$ cat config.mk
export PLATFORM = sky130hd
export DESIGN_NAME = write_back_stage
export DESIGN_NICKNAME = d
export VERILOG_FILES = /design/src/rtl/write_back_stage.sv
export SDC_FILE = /design/constraint.sdc
export NUM_CORES = 1
export LEC_CHECK = 0
export CORE_UTILIZATION = 51
export DETAILED_ROUTE_END_ITERATION = 6
export HOLD_SLACK_MARGIN = 0.12
export PLACE_DENSITY = 0.89
export SYNTH_ARGS = -nofsm -noshare
export SYNTH_HDL_FRONTEND = slang
export SYNTH_SLANG_ARGS = --single-unit
$ cat constraint.sdc
create_clock -name clk -period 4.8 [get_ports clk]
set_clock_uncertainty 0.1 [all_clocks]
set_input_delay 0.72 -clock clk [delete_from_list [all_inputs] [get_ports clk]]
set_output_delay 0.72 -clock clk [all_outputs]
set_load 0.01 [all_outputs]
$ cat src/rtl/write_back_stage.sv
// write_back_stage: final pipeline stage, selects ALU/memory data and gathers vector loads
module write_back_stage #(
    parameter int WORD     = 32,
    parameter int LANES    = 8,
    parameter bit ZERO_REG = 1'b1,
    parameter int VEC      = WORD * LANES
) (
    input  logic             clk,
    input  logic             rst,
    input  logic             in_valid,
    input  logic             WriteRegister_MEM,
    input  logic             WriteRegisterVec_MEM,
    input  logic             SelWriteData_MEM,
    input  logic [4:0]       Rd_MEM,
    input  logic [VEC-1:0]   ALUResult_MEM,
    input  logic [WORD-1:0]  mem_rdata,
    input  logic             mem_rvalid,
    output logic             WRITEREGISTER_WB,
    output logic             WRITEREGISTERVEC_WB,
    output logic [4:0]       RD_WB,
    output logic [VEC-1:0]   INPUTDATA,
    output logic             stall_wb
);
    localparam int CW = (LANES > 1) ? $clog2(LANES) : 1;
    localparam logic [0:0] IDLE   = 1'b0;
    localparam logic [0:0] GATHER = 1'b1;
    localparam logic [CW-1:0] LAST = CW'(LANES - 1);

    logic [0:0]     r_state;
    logic [CW-1:0]  r_cnt;
    logic [4:0]     r_rd;
    logic [VEC-1:0] r_buf;
    logic           r_wr;
    logic           r_wrv;
    logic [4:0]     r_rd_wb;
    logic [VEC-1:0] r_data;
    logic [VEC-1:0] w_buf_nx;
    logic           w_scalar_ok;

    // gather buffer with the incoming beat dropped into the current lane
    always_comb begin
        w_buf_nx = r_buf;
        w_buf_nx[r_cnt * WORD +: WORD] = mem_rdata;
    end

    // scalar write allowed: data available and not targeting a hardwired zero register
    always_comb begin
        w_scalar_ok = (!SelWriteData_MEM || mem_rvalid) && !(ZERO_REG && Rd_MEM == 5'd0);
    end

    // FSM, gather buffer and registered write-port outputs
    always_ff @(posedge clk) begin
        if (rst) begin
            r_state <= IDLE;
            r_cnt   <= '0;
            r_rd    <= '0;
            r_buf   <= '0;
            r_wr    <= 1'b0;
            r_wrv   <= 1'b0;
            r_rd_wb <= '0;
            r_data  <= '0;
        end else begin
            r_wr  <= 1'b0;
            r_wrv <= 1'b0;
            if (r_state == IDLE) begin
                if (in_valid && WriteRegisterVec_MEM) begin
                    if (SelWriteData_MEM) begin
                        r_rd    <= Rd_MEM;
                        r_cnt   <= '0;
                        r_state <= GATHER;
                    end else begin
                        r_wrv   <= 1'b1;
                        r_rd_wb <= Rd_MEM;
                        r_data  <= ALUResult_MEM;
                    end
                end else if (in_valid && WriteRegister_MEM && w_scalar_ok) begin
                    r_wr    <= 1'b1;
                    r_rd_wb <= Rd_MEM;
                    r_data  <= {{(VEC-WORD){1'b0}}, SelWriteData_MEM ? mem_rdata : ALUResult_MEM[WORD-1:0]};
                end
            end else if (mem_rvalid) begin
                r_buf <= w_buf_nx;
                if (r_cnt == LAST) begin
                    r_cnt   <= '0;
                    r_wrv   <= 1'b1;
                    r_rd_wb <= r_rd;
                    r_data  <= w_buf_nx;
                    r_state <= IDLE;
                end else begin
                    r_cnt <= r_cnt + 1'b1;
                end
            end
        end
    end

    assign WRITEREGISTER_WB    = r_wr;
    assign WRITEREGISTERVEC_WB = r_wrv;
    assign RD_WB               = r_rd_wb;
    assign INPUTDATA           = r_data;
    assign stall_wb            = r_state;
endmodule

## Yosys cells after proc, flatten, opt, wreduce, memory -nomap -nowiden

Cells that the tools add are included.

- Equal/unequal tests: 4
- Add/subtract/negate cells: 2
- Reductions and logical operators: 16
- Multiplexer cells: 30
- Shift-type cells: 2
- Bitwise operators: 1

Operator list:

| cell | number |
|---|---|
| $mux 256 | 6 |
| $bwmux 256 | 1 |
| $shift 32x34->256 const A | 1 |
| $shiftx 32x34->256 | 1 |
| $neg 8->34 | 1 |
| $mux 32 | 1 |
| $mux 5 | 6 |
| $mux 3 | 5 |
| $mux 1 | 11 |
| $reduce_and 3->1 | 2 |
| $logic_not 5->1 | 1 |
| $logic_and 1x1->1 | 4 |
| $reduce_and 4->1 | 1 |
| $reduce_bool 2->1 | 2 |
| $add 3x1->3 const B | 1 |
| $eq 3x3->1 const B | 1 |
| $ne 3x3->1 const B | 1 |
| $reduce_bool 3->1 | 1 |
| $reduce_or 3->1 | 1 |
| $logic_not 1->1 | 2 |
| $ne 2x1->1 const B | 1 |
| $ne 2x2->1 const B | 1 |
| $reduce_and 2->1 | 1 |
| $logic_or 1x1->1 | 1 |
| $not 1->1 | 1 |

- Output and inout port bits: 264
- Logic and storage cells: 63
- Register bits after elaboration: 528
- Bits of input ports: 300

## Depth between registers and ports, before layout

- Word-level depth: 7
- Depth in mapped cells: 15

## Worst setup path before layout

Ideal clock, no wire load.

- Kind: register to register
- From: register r_cnt[0]
- To: register r_buf[229]
- Library setup time: 70 ps
- Cell stages (with the launch flop): 16
- Data arrival time: 3,302 ps
- Path buffers: 8
- Slack: 1,328 ps
- Cells stage by stage: dfxtp_1 -> buf_4 -> buf_6 -> buf_2 -> clkbuf_1 -> buf_1 -> inv_1 -> ha_1 -> ha_1 -> buf_2 -> nand2b_1 -> buf_2 -> nor3_1 -> clkbuf_1 -> nand3_1 -> a21oi_1

- Cells in the longest elaborated chain, start to end: 3
- Elaborated cells between the ends (all ways): 4
- Those cells by class: add/sub (1); shift (2); mux (1)

Ends and longest elaborated chain:

| what | RTL line | source |
|---|---|---|
| start, declared | 30 | `logic [CW-1:0] r_cnt;` |
| start signal, assigned | 90 | `r_cnt <= r_cnt + 1'b1;` |
| $neg 8->34 * | 43 | `w_buf_nx[r_cnt * WORD +: WORD] = mem_rdata;` |
| $shiftx 32x34->256 or $shift 32x34->256 (tied branches) | 43 |  |
| $bwmux 256 * | 43 |  |
| end signal, assigned | 82 | `r_buf <= w_buf_nx;` |
| end, declared | 32 | `logic [VEC-1:0] r_buf;` |

Mark *: on every way between the ends. The rest lies on a longest branch, timed or not.
A chain may end at the register's enable or synchronous reset.

## Final worst setup path

- From: register r_cnt[0]
- To: register r_buf[48]

Same word-level chain as after synthesis.

==> results.sh <==
export IMPL_layout_cells_non_filler=4199
export IMPL_drive_gt1_share_pct=6.03
export IMPL_placed_area_mm2=0.0310
export IMPL_peakVddDrop_uv=270
export IMPL_yosysTopAreaCellShare_pct=41.8
export IMPL_synth_area_mm2=0.0253
export IMPL_worst_setup_path_end_kind="register"
export IMPL_yosysMostFrequentCell="nand2_1"
export IMPL_relSlewSlack_pct=6.65
export IMPL_dp_final_hpwl_mm=65.1
export IMPL_p_total_mw=10.7
export IMPL_core_mm2=0.0490
export IMPL_die_area_mm2=0.0505
export IMPL_grt_usage_pct=39.2
export IMPL_ant_nets=0
export IMPL_start_util_pct=51.7
export IMPL_clock_sinks=528
export IMPL_htree_levels=2
export IMPL_cts_hold_buf=0
export IMPL_synth_area_per_cell_um2=7.93
export IMPL_setup_viol=0
export IMPL_synth_flop_cell="dfxtp_1"
export IMPL_fillers=3950
export IMPL_drc=0
export IMPL_routed_via_density=6.73
export IMPL_yosysWarnings=0
export IMPL_cts_resized=0
export IMPL_final_setup_tns_ns=0
export IMPL_yosysSeqAreaShare_pct=41.8
export IMPL_ys_types=61
export IMPL_p_leak_nw=10.8
export IMPL_crit_type="reg2reg"
export IMPL_wirelength_mm=104
export IMPL_num_rows=81
export IMPL_drt_initial_drc_count=4545
export IMPL_synth_edf_count=0
export IMPL_gp_congestion=0.902
export IMPL_postCtsSetupBuffers=0
export IMPL_final_nets=3800
export IMPL_grt_setup_unrepaired="false"
export IMPL_hold_class="reg2reg"
export IMPL_grt_pass1_wl_mm=154
export IMPL_multi_input_area_mm2=0.0131
export IMPL_syn_nets=3500
export IMPL_antenna_found_initial=10
export IMPL_clock_latency_ns=0.62
export IMPL_holdWs_ns=0.350
export IMPL_cp_arrival_ns=4.21
export IMPL_synth_area_leaders="dfxtp_1 (42%), nand2_1 (9.0%), a21oi_1 (6.6%), a31oi_1 (5.5%), a311oi_1 (4.7%)"
export IMPL_synth_commonest_cells="nand2_1 (610), dfxtp_1 (528), a21oi_1 (334)"
export IMPL_grt_max_degree=239
export IMPL_clk_path_buf_depth=3
export IMPL_ios=564
export IMPL_cts_tree="done"
export IMPL_clk_pin_slew_ns=0.07
export IMPL_dieHeight_um=225
export IMPL_yosys_register_bits=528
export IMPL_placedCellCount=4101
export IMPL_yosysTopAreaCell="dfxtp_1"
export IMPL_async_flop_share_pct=0
export IMPL_maxSlewViolCount=0
export IMPL_worst_slew_pin_slew_ns=1.40
export IMPL_hold_viol=0
export IMPL_area_delta_synth_final_pct=29.5
export IMPL_fp_dieW_um=225
export IMPL_cap_viol_max_count=0
export IMPL_cp_required_ns=5.12
export IMPL_firstDrtPassIters=7
export IMPL_outcome="finished, final reports clean"
export IMPL_crit_fanout=45
export IMPL_cts_root_buffer="clkbuf_16"
export IMPL_fmax_mhz=257
export IMPL_fin_crit_ns=3.88
export IMPL_netlist_instances=3193
export IMPL_vias=28251
export IMPL_pwr_density_cell_mw_per_mm2=326
export IMPL_overflow=0
export IMPL_preCtsSetupSlack_ns=1.07
export IMPL_numCtsBuffers=54
export IMPL_seq_area_mm2=0.0106
export IMPL_min_period_over_period_pct=80.9
export IMPL_startpoint_type="register"
export IMPL_post_route_util_pct=66.9
export IMPL_avgRoutedWirePerCell_um=24.8
export IMPL_setup_slack_ns=0.916
export IMPL_design_area_mm2=0.0328
export IMPL_placement_io_buffers=563
export IMPL_grt_pass1_vias=25554
[routing by layer]
metal | track usage (%) | part of all wire (%) | vias to the layer above
met5 | 0 | 0.045 | -
met4 | 26.4 | 7.0 | 8
met3 | 8.91 | 12 | 461
met2 | 59.7 | 45 | 2150
met1 | 49.5 | 36 | 13207
li1 | - | - | 12425
[cell usage in the layout (no fill, tap or decap), types with 8 or more instances in the layout]
master	netlist	layout
nand4b_1	11	11
nand3_1	213	212
nor3_1	25	21
o32ai_1	32	32
buf_12	0	8
mux2i_1	16	16
clkbuf_16	0	55
a21boi_0	22	22
clkdlybuf4s50_1	0	562
clkinv_2	0	11
a211oi_1	75	75
a311oi_1	136	136
a221o_1	44	44
a22o_1	29	29
nor2_1	48	43
inv_1	19	19
a21oi_1	334	334
and3_1	97	96
and4_1	34	34
dfxtp_1	528	526
nand4_1	41	41
o221ai_1	12	12
clkbuf_1	255	11
a41oi_1	64	64
nor2b_1	38	35
a31oi_1	221	221
and2_1	16	16
clkbuf_8	0	14
o21ai_0	59	59
nand2_1	610	610
buf_4	6	81
[kinds of logic after synthesis]
kind of cell,count (synthesis),synth area share [%]
flops,528,41.8
mux,16,0.633
buf+inv,427,7.12
fa+ha+maj,7,0.346
compound gates,1058,28.3
simple gates,1157,21.8
[path summary, 6_finish.rpt]
kind	startpoint	to	slack, ns	depth (start not counted)
max	r_cnt[0]	r_buf[48]	0.92	7
min	r_buf[98]	r_buf[98]	0.35	2
max reg2reg	r_cnt[0]	r_buf[48]	0.92	7
min reg2reg	r_buf[98]	r_buf[98]	0.35	2
[sequential cells by signal (all words and copies together), names as in the netlist]
register,cells
r_rd,5
WRITEREGISTERVEC_WB,1
stall_wb,1
r_buf,256
INPUTDATA,256
RD_WB,5
r_cnt,3
WRITEREGISTER_WB,1
[worst max-delay path, stage by stage (launching register included)]
cell and delay, ns:
dfxtp_4 0.62, inv_1 0.15, ha_2 0.22, ha_1 0.69, o311a_1 0.61, nand2_1 0.85, nand2_1 0.33, a21oi_1 0.11
[power by group]
part           switching (mW)  internal (mW)  total, mW  leakage, nW
Combinational           0.906          0.796       1.70         5.58
Clock                    1.82           2.46       4.29        0.881
Sequential              0.129           4.58       4.70         4.29
Total                    2.86           7.84       10.7         10.8
[cell type report]
type,count,area share (%)
repair buffers,652,19.6
clock inverters,15,0.470
diodes,3,0.0229
clock buffers,80,4.91
well taps,664,2.54
multi-input cells,2238,40.0
flip-flops and latches,528,32.3
inverters,19,0.218
(Power assumes the default switching activity.)
